--- config.mk ---
export PLATFORM = sky130hd
export DESIGN_NAME = avl_timer
export DESIGN_NICKNAME = d
export VERILOG_FILES = /design/src/rtl/avl_timer_pkg.sv /design/src/rtl/avl_timer_prescaler.sv /design/src/rtl/avl_timer.sv
export SDC_FILE = /design/constraint.sdc
export NUM_CORES = 1
export LEC_CHECK = 0
export CAP_MARGIN = 5
export CORE_MARGIN = 3
export CORE_UTILIZATION = 59
export DETAILED_ROUTE_END_ITERATION = 16
export GPL_TIMING_DRIVEN = 1
export HOLD_SLACK_MARGIN = 0.12
export PLACE_DENSITY = 0.86
export SYNTH_ARGS = -nofsm -noshare
export SYNTH_HDL_FRONTEND = slang
export SYNTH_SLANG_ARGS = --single-unit
--- constraint.sdc ---
create_clock -name clk -period 7.5 [get_ports clk]
set_input_delay 1.875 -clock clk [delete_from_list [all_inputs] [get_ports clk]]
set_output_delay 1.875 -clock clk [all_outputs]
set_load 0.02 [all_outputs]
--- src/rtl/avl_timer_pkg.sv ---
// Shared register map, bit positions and CTRL layout for the avl_timer slave.
package avl_timer_pkg;

    localparam logic [1:0] ADDR_CTRL   = 2'd0;
    localparam logic [1:0] ADDR_STATUS = 2'd1;
    localparam logic [1:0] ADDR_RELOAD = 2'd2;
    localparam logic [1:0] ADDR_COUNT  = 2'd3;

    localparam int CTRL_RUN     = 0;
    localparam int CTRL_IRQ_EN  = 1;
    localparam int CTRL_ONESHOT = 2;

    localparam int STATUS_PEND = 0;
    localparam int STATUS_RUN  = 1;

    // Field order puts run at bit 0 so the struct maps straight onto CTRL[2:0].
    typedef struct packed {
        logic oneshot;
        logic irq_en;
        logic run;
    } ctrl_t;

endpackage

--- src/rtl/avl_timer_prescaler.sv ---
// Free-running clk divider for avl_timer: emits one tick every PRESCALE cycles while run is high.
module timer_prescaler #(
    parameter int PRESCALE = 50
) (
    input  logic clk,
    input  logic rst,
    input  logic run,
    input  logic restart,
    output logic tick
);

    localparam int PW = (PRESCALE > 1) ? $clog2(PRESCALE) : 1;
    localparam logic [PW-1:0] LAST = PW'(PRESCALE - 1);

    logic [PW-1:0] cnt;

    assign tick = run && (cnt == LAST);

    always_ff @(posedge clk or posedge rst) begin
        if (rst) begin
            cnt <= '0;
        end else if (!run || restart || tick) begin
            cnt <= '0;
        end else begin
            cnt <= cnt + 1'b1;
        end
    end

endmodule

--- src/rtl/avl_timer.sv ---
// Avalon-MM down-counting interval timer with level interrupt.
// Optional one-shot mode is built when AVL_TIMER_ONESHOT_EN is defined.
module avl_timer
    import avl_timer_pkg::*;
#(
    parameter int          PRESCALE     = 50,
    parameter logic [31:0] RESET_RELOAD = 32'd0
) (
    input  logic        clk,
    input  logic        rst,
    input  logic [1:0]  avl_address,
    input  logic        avl_read,
    input  logic        avl_write,
    input  logic [31:0] avl_writedata,
    output logic [31:0] avl_readdata,
    output logic        avl_irq
);

    ctrl_t       ctrl;
    logic        pend;
    logic [31:0] reload;
    logic [31:0] count;

    logic wr_ctrl;
    logic wr_status;
    logic wr_reload;
    logic wr_count;
    logic restart;
    logic tick;
    logic expiry;
    logic unused_rd;

    // Reads are side-effect free, so the strobe carries no information here.
    assign unused_rd = avl_read;

    assign wr_ctrl   = avl_write && (avl_address == ADDR_CTRL);
    assign wr_status = avl_write && (avl_address == ADDR_STATUS);
    assign wr_reload = avl_write && (avl_address == ADDR_RELOAD);
    assign wr_count  = avl_write && (avl_address == ADDR_COUNT);

    assign restart = wr_ctrl && !ctrl.run && avl_writedata[CTRL_RUN];

    // A software COUNT write in the tick cycle overrides both decrement and expiry.
    assign expiry = tick && !wr_count && (count == 32'd0);

    timer_prescaler #(
        .PRESCALE (PRESCALE)
    ) u_prescaler (
        .clk     (clk),
        .rst     (rst),
        .run     (ctrl.run),
        .restart (restart),
        .tick    (tick)
    );

    always_ff @(posedge clk or posedge rst) begin
        if (rst) begin
            ctrl <= '0;
        end else if (wr_ctrl) begin
            ctrl.run    <= avl_writedata[CTRL_RUN];
            ctrl.irq_en <= avl_writedata[CTRL_IRQ_EN];
`ifdef AVL_TIMER_ONESHOT_EN
            ctrl.oneshot <= avl_writedata[CTRL_ONESHOT];
`else
            ctrl.oneshot <= 1'b0;
`endif
        end
`ifdef AVL_TIMER_ONESHOT_EN
        else if (expiry && ctrl.oneshot) begin
            ctrl.run <= 1'b0;
        end
`endif
    end

    // Set beats clear so an expiry coinciding with a W1C is never dropped.
    always_ff @(posedge clk or posedge rst) begin
        if (rst) begin
            pend <= 1'b0;
        end else if (expiry) begin
            pend <= 1'b1;
        end else if (wr_status && avl_writedata[STATUS_PEND]) begin
            pend <= 1'b0;
        end
    end

    always_ff @(posedge clk or posedge rst) begin
        if (rst) begin
            reload <= RESET_RELOAD;
        end else if (wr_reload) begin
            reload <= avl_writedata;
        end
    end

    // Zero reloads instead of decrementing, so the counter never underflows.
    always_ff @(posedge clk or posedge rst) begin
        if (rst) begin
            count <= 32'd0;
        end else if (wr_count) begin
            count <= avl_writedata;
        end else if (expiry) begin
            count <= reload;
        end else if (tick) begin
            count <= count - 32'd1;
        end
    end

    always_comb begin
        avl_readdata = 32'd0;
        case (avl_address)
            ADDR_CTRL:   avl_readdata[2:0] = ctrl;
            ADDR_STATUS: begin
                avl_readdata[STATUS_PEND] = pend;
                avl_readdata[STATUS_RUN]  = ctrl.run;
            end
            ADDR_RELOAD: avl_readdata = reload;
            ADDR_COUNT:  avl_readdata = count;
            default:     avl_readdata = 32'd0;
        endcase
    end

    assign avl_irq = pend && ctrl.irq_en;

endmodule

## Word level (Yosys, flattened, before mapping)

Index checks and enable logic that the tools add are counted.

- Logic and storage cells: 40
- Register bits after elaboration: 73

- Mux-type cells: 9
- Add/subtract/negate cells: 2
- Equality and inequality tests: 4
- Reduce and logical (&&, ||, !) cells: 19

Operators by type and width:

| operator | count |
|---|---|
| two-way mux 32 bit | 3 |
| case mux 29 bit (2 select lines) | 1 |
| zero test 32 bit | 1 |
| subtractor 32 x 1 -> 32 bit, second input constant | 1 |
| logical AND 1 bit | 11 |
| case mux 2 bit (4 select lines) | 1 |
| adder 6 x 1 -> 6 bit, second input constant | 1 |
| equality test 6 bit, second input constant | 1 |
| two-way mux 6 bit | 1 |
| equality test 2 bit, second input constant | 2 |
| nonzero test 3 bit | 1 |
| equality test 2 x 1 -> 1 bit, second input constant | 1 |
| zero test 1 bit | 2 |
| zero test 2 bit | 1 |
| logical OR 1 bit | 2 |
| two-way mux 1 bit | 2 |
| case mux 1 bit (2 select lines) | 1 |
| nonzero test 2 bit | 1 |

## Depth between registers and ports, before layout

- Depth after elaboration: 7
- Gate-level depth with buffers: 8
- Gate-level depth less buffers: 7

## By module

A second synthesis with hierarchy kept.

- Cells, all modules: 476
- Area, all modules: 4516.8 um^2

By module, submodules not included:

| module | times used | area an instance (um^2) | cells an instance | sequential area each (um^2) |
|---|---|---|---|---|
| avl_timer | 1 | 4220.3 | 447 | 1676.6 |
| timer_prescaler | 1 | 296.5 | 29 | 150.1 |

## Worst setup path before layout

Ideal clock, no wire load.

- Path type: input -> output
- From: input port avl_address[0]
- To: output port avl_readdata[10]
- Path buffers: 2
- Setup slack: 2497 ps
- Cell stages on the path: 4
- Arrival time: 3128 ps
- Data required time: 5625 ps
- Cells stage by stage: clkbuf_1 -> buf_1 -> mux2i_1 -> nor2b_1

- Word-level cells in the longest chain between the ends: 2
- Elaborated cells on any way between the ends: 3
- Classes of those cells: eq/ne: 2; mux: 1

Ends and longest elaborated chain:

| item | line | text |
|---|---|---|
| from (decl) | avl_timer.sv:11 | `input logic [1:0] avl_address,` |
| equality test 2 bit | avl_timer.sv:109 | `case (avl_address)` |
| case mux 29 bit (2 select lines) * | avl_timer.sv:109 |  |
| to (decl) | avl_timer.sv:15 | `output logic [31:0] avl_readdata,` |

Mark *: on every way between the ends. The rest lies on a longest branch, timed or not.

## Worst setup path after layout

- From: input port avl_address[0]
- To: output port avl_readdata[0]

- Word-level cells in the longest chain between the ends: 2
- Elaborated cells on any way between the ends: 5
- Classes of those cells: eq/ne: 3; mux: 1; reduce/logical: 1

Ends and longest elaborated chain:

| item | line |
|---|---|
| equality test 2 bit (tied with other cells) | avl_timer.sv:109 |
| case mux 2 bit (4 select lines) * | avl_timer.sv:109 |

Marks and branches as above.

==> reports/qor.yml <==
synth:
  ys_types: 45
  synth_ff_type: "dfrtp_1"
  synth_area_leaders: "dfrtp_1 40%, mux2_2 8.4%, mux2i_1 7.0%, nor2b_1 4.3%, xnor2_1 3.3%"
  yosys_warnings: 0
  postSynthNetCount: 529
  synth_top_area_share: 0.401
  synthCells: 488
  synth_edf_count: 0
  synth_common_cells: "73 x dfrtp_1, 36 x nand2_1, 35 x nor2_1"
  synth-seq-area-share: 0.401
  ys_async_sr_fraction: 1.00
  synthMostInstantiatedCell: "dfrtp_1"
  avgSynthCellArea_sq_um: 9.33
  yosysTopAreaCell: "dfrtp_1"
  synth_area_sq_mm: 0.00455
  ys_seq_elements: 73
floorplanning:
  pin_count: 71
  rows: 31
  die-area_sq_mm: 0.00881
  start_util: 0.618
  die_h_microns: 93.8
  die_w_microns: 93.8
  core_area_sq_mm: 0.00737
cells_and_area:
  regArea_sq_mm: 0.00183
  area_growth_syn_to_layout_pct: 21.4
  fin_util: 0.750
  multi_input_area_sq_mm: 0.00258
  n_antenna_cell: 0
  drive_gt1_frac: 0.117
  fillers: 529
  fin_nets: 582
worst_setup_path:
  cp_slowest_cell: "buf_2"
  rrSetupSlack_ps: 4350
  crit_type: "in -> out"
  r2r_start: "count[8]$_DFFE_PP0P_"
  cpLargestDelayFamily: "buffers and inverters"
  r2r_end: "count[1]$_DFFE_PP0P_"
  crit_buf_inv: 2
  worst_setup_path_end_kind: "output pin"
  cp.required_ps: 5620
  cp_max_fo: 37
  cp.arrival_ps: 3870
  start_kind: "input pin"
  reg2reg_depth: 6
  slowest_delay_ps: 810
  crit_chain: "buf_2 > mux4_2 > clkdlybuf4s50_1"
pwr:
  power_mw: 1.24
  leakagePower_nw: 2.22
  irDropWorstVdd_mv: 0.126
  power.density_mw_per_mm2: 224
drt:
  viasPerCell: 6.49
  routed-via-count: 4183
  drc_errors: 0
  first_pass_iters: 5
  avgRoutedWirePerCell_microns: 19.1
  ant_nets: 0
  drt_iter0_markers: 388
  drt-total-wl_microns: 12300
sta:
  finalClockSkew_ps: 10.2
  layout_setup_ws_ps: 1750
  timing.hold.ws_ps: 500
  slew_headroom: 0.269
  period_minus_slack_ps: 5750
  tns_ps: 0
  worstMarginPinSlew_ps: 1100
  setup_violations: 0
  rsz0062_at_grt: "false"
  fin_crit_sh: 0.766
  drv_slew: 0
  finalHoldViolations: 0
  clock.fmax_mhz: 174
clock_tree:
  hold_buffers: 0
  ctsResizeCount: 0
  cts_buffers: 9
  post-cts-setup-buffers: 0
  max-clock-path-buffers: 2
  cts_sinks: 73
  h-tree-depth: 3
  clk_pin_slew_ps: 80
  insertion_delay_ps: 360
  cts_tree: "done"
  cts_root_buf: "clkbuf_8"
min_path:
  hp-class: "reg -> reg"
  hold-path-endpoint: "u_prescaler.cnt[0]$_DFF_PP0_"
  hold_start: "u_prescaler.cnt[0]$_DFF_PP0_"
  hold_depth: 1
outcome:
  status: "complete, no violations"
global_routing:
  grt_pass1_vias: 4193
  track_usage: 0.297
  grt_pass1_wl_microns: 20400
  antenna_found_initial: 0
  grt_overflow: 0
  grt_start_max_net_pins: 74
placement:
  io_buffers: 69
  dp_hpwl_microns: 7990
  gp_routability_congestion: 0.897
  pre_cts_slack_ps: 1760
run:
  drv_cap: 0
==> stage by stage <==
stage,cells,area (sq um)
final,645,5530
after floorplan,488,4550
after CTS,645,5530
after global placement,629,5280
after global routing,645,5530
after detailed placement,629,5280
==> cells in the final DEF, fill, tap and decap left out, types with 4 or more instances in the layout <==
master,instances
clkbuf_8,10
nor3_1,21
clkdlybuf4s50_1,68
nand4_1,8
nor2b_1,31
buf_4,7
o211ai_1,6
o31ai_1,4
nand2_1,36
or3_1,6
nor2_1,35
xor2_1,6
o21ai_0,29
or4_1,8
a2bb2oi_1,13
and2_1,4
and3_1,4
a21oi_1,19
dfrtp_1,73
mux2i_1,32
mux2_2,34
inv_1,4
xnor2_1,17
nand3_1,20
nor4_1,9
==> cells by family (layout without fill, tap and decap cells) <==
group	after synthesis	count (layout)	synth area share
compound gates	87	87	0.122
xor+xnor	23	23	0.0443
fa+ha+maj	3	3	0.00825
buf+inv	39	97	0.0327
flops	73	73	0.401
mux	69	69	0.167
simple gates	194	194	0.225
==> metal layers <==
layer  global-route usage  wire, microns
met4                0.148            295
met2                0.478           6100
met1                0.391           4980
met3               0.0425            973
met5                    0              0
==> sequential cells by signal, indices dropped and copies added, names as in the netlist <==
signal	cells
u_prescaler.cnt	6
reload	32
pend	1
ctrl	2
count	32
==> power breakdown <==
part	leakage [nW]	internal, mW	switching (mW)
sequential	0.880	0.460	0.0822
clock	0.126	0.228	0.154
combinational	1.21	0.164	0.152
==> final cells by class <==
class	count	area share
multi-input cells	376	0.466
clock inverters	6	0.0190
well taps	99	0.0224
flip-flops and latches	73	0.331
inverters	5	0.00340
repair buffers	76	0.134
clock buffers	10	0.0249
==> worst max path at each step <==
stage,start,endpoint,depth (start not counted)
after global placement,avl_address[0],avl_readdata[0],3
final,avl_address[0],avl_readdata[0],3
after detailed placement,avl_address[0],avl_readdata[0],3
after CTS,avl_address[0],avl_readdata[0],3
after global routing,avl_address[0],avl_readdata[0],3
after floorplan,avl_address[0],avl_readdata[10],4
Note: power is estimated with default switching activity, not from simulation.
==> edit: new RTL, same flow settings <==
`PRESCALE` is set to 50 in 2 places; all go to 100.
--- a/src/rtl/avl_timer_prescaler.sv
+++ b/src/rtl/avl_timer_prescaler.sv
@@ -1,6 +1,6 @@
 // Free-running clk divider for avl_timer: emits one tick every PRESCALE cycles while run is high.
 module timer_prescaler #(
-    parameter int PRESCALE = 50
+    parameter int PRESCALE = 100
 ) (
     input  logic clk,
     input  logic rst,
--- a/src/rtl/avl_timer.sv
+++ b/src/rtl/avl_timer.sv
@@ -3,7 +3,7 @@
 module avl_timer
     import avl_timer_pkg::*;
 #(
-    parameter int          PRESCALE     = 50,
+    parameter int          PRESCALE     = 100,
     parameter logic [31:0] RESET_RELOAD = 32'd0
 ) (
     input  logic        clk,
Function: same outputs for any inputs over 10 cycles, from zero or initial values and one cycle with rst high; that may be too few to reach the edited logic, so the function may still have changed.
==> edit against the unedited design <==
  * Largest cell class unchanged
  * Fmax fell by 5.4%
  * Count of clock-buffer cells in the layout rose by 2
  * Largest power group unchanged
  * Sequential share of layout area rose by 1.5 points
  * Clock skew barely moved
  * Power fell by 6.2%
  * Routed wire length fell by 9.0%
  * Sequential power barely moved
  * Sequential cell count rose by 1
  * Synthesized area fell by 2.0%
  * Clock power fell by 22%
  * Final area fell by 3.1%
  * Worst setup slack got worse by 0.33 ns
  * Final cell count fell by 8.2%
  * Worst hold slack got worse by 0.035 ns
==> edit: results (changes against the unedited design) <==
Status
  • Result of the run: complete, no violations (unchanged)

Logic synthesis
  • Number of different library cells in the post-synthesis netlist: 48 (was 45)
  • Commonest cells post-synth: 74 x sky130_fd_sc_hd__dfrtp_1, 34 x sky130_fd_sc_hd__mux2_2, 34 x sky130_fd_sc_hd__mux2i_1, 34 x sky130_fd_sc_hd__o21ai_0, 30 x sky130_fd_sc_hd__nor2b_1 (was 73 x sky130_fd_sc_hd__dfrtp_1, 36 x sky130_fd_sc_hd__nand2_1, 35 x sky130_fd_sc_hd__nor2_1)
  • Dominant cells by area after synthesis: sky130_fd_sc_hd__dfrtp_1 42%, sky130_fd_sc_hd__mux2_2 8.6%, sky130_fd_sc_hd__mux2i_1 7.6% (was sky130_fd_sc_hd__dfrtp_1 40%, sky130_fd_sc_hd__mux2_2 8.4%, sky130_fd_sc_hd__mux2i_1 7.0%)
  • Synthesized instance count: 437 (was 488)

Route
  • Number of DRC markers after the initial detailed-route iteration: 370 (was 388)
  • DR vias: 3837 (was 4183)
  • Number of vias per cell after detailed routing: 6.48 (was 6.49)
  • Total wire length after detailed routing: 11.2 mm (was 12.3 mm)

Global routing
  • Total GRT Usage: 27.1% (was 29.7%)
  • First-pass GRT wire length: 18.8 mm (was 20.4 mm)
  • Pin count of the biggest net entering global routing: 75 (was 74)

Setup path
  • Worst path arrival time: 4.20 ns (was 3.87 ns)
  • Largest driver fanout on the critical path: 22 (was 37)
  • CP max-delay cell: sky130_fd_sc_hd__clkdlybuf4s50_1 (was sky130_fd_sc_hd__buf_2)
  • Launch point of the critical path: avl_address[1] (was avl_address[0])
  • R2R Path Start: u_prescaler.cnt[0]$_DFF_PP0_ (was count[8]$_DFFE_PP0P_)
  • Largest stage delay, worst path: 0.88 ns (was 0.81 ns)

Place
  • HPWL after detailed placement: 7.08 mm (was 7.99 mm)
  • Number of cells after detailed placement: 576 (was 629)

Final layout
  • Net total in the final layout: 528 (was 582)
  • Number of filler cells placed in the layout: 537 (was 529)
  • Fraction of layout instances using a drive strength above 1: 14.6% (was 11.7%)

Pwr
  • Leak pwr: 2.16 nW (was 2.22 nW)

STA
  • Relative slew margins: 27.6% (was 26.9%)
## edit: worst paths after layout
kind | to | slack, ns | cells past startpoint
max in group asynchronous | reload[9]$_DFFE_PP0P_ | 4.74 | 3
min in group asynchronous | reload[1]$_DFFE_PP0P_ | 2.11 | 3
max reg2reg | count[3]$_DFFE_PP0P_ | 3.85 | 6
max | avl_readdata[0] | 1.43 | 4
min reg2reg | u_prescaler.cnt[0]$_DFF_PP0_ | 0.47 | 1
min | u_prescaler.cnt[0]$_DFF_PP0_ | 0.47 | 1
## edit: power by group through the flow
stage	Clock [mW]	Combinational (mW)	Sequential, mW
3_5_place_dp	0	0.318	0.548
6_report	0.299	0.321	0.544
3_3_place_gp	0	0.308	0.540
2_1_floorplan	0	0.226	0.519
5_1_grt	0.322	0.350	0.555
4_1_cts	0.301	0.321	0.540
## edit: worst register-to-register path: cells and delay by family (launching register included)
kind | cells | cell delay (ns)
simple gates | 4 | 2.73
fa+ha+maj | 1 | 0.21
compound gates | 1 | 0.23
flops | 1 | 0.38
## edit: layout make-up
| type | count | area share (%) |
|---|---|---|
| Multi-Input combinational cell | 326 | 45.8 |
| Sequential cell | 74 | 34.6 |
| Timing Repair Buffer | 74 | 13.5 |
| Clock buffer | 12 | 3.08 |
| Tap cell | 99 | 2.31 |
| Clock inverter | 4 | 0.467 |
| Inverter | 3 | 0.210 |
## edit: logic make-up after synthesis
family / share of synthesized area, %
fa+ha+maj: 0.561
mux: 17.2
compound gates: 14.5
simple gates: 18.2
xor+xnor: 4.32
flops: 41.5
buf+inv: 3.70
## edit: metal layers
layer,track usage [%],vias to the layer above,wire length (um)
met5,0,-,0
met4,8.55,0,157
met3,5.20,15,749
met2,44.1,163,5470
met1,36.8,1924,4870
li1,-,1735,-
## edit: through the flow
stage	setup slack (ns)	util (%)	total power, mW	instance area, um^2
final	1.43	73.4	1.16	5350
after global routing	1.34	73.4	1.23	5350
after CTS	1.43	73.4	1.16	5350
after detailed placement	1.45	70.8	0.865	5160
after global placement	1.48	70.8	0.848	5160
after floorplan	2.51	-	0.745	4460
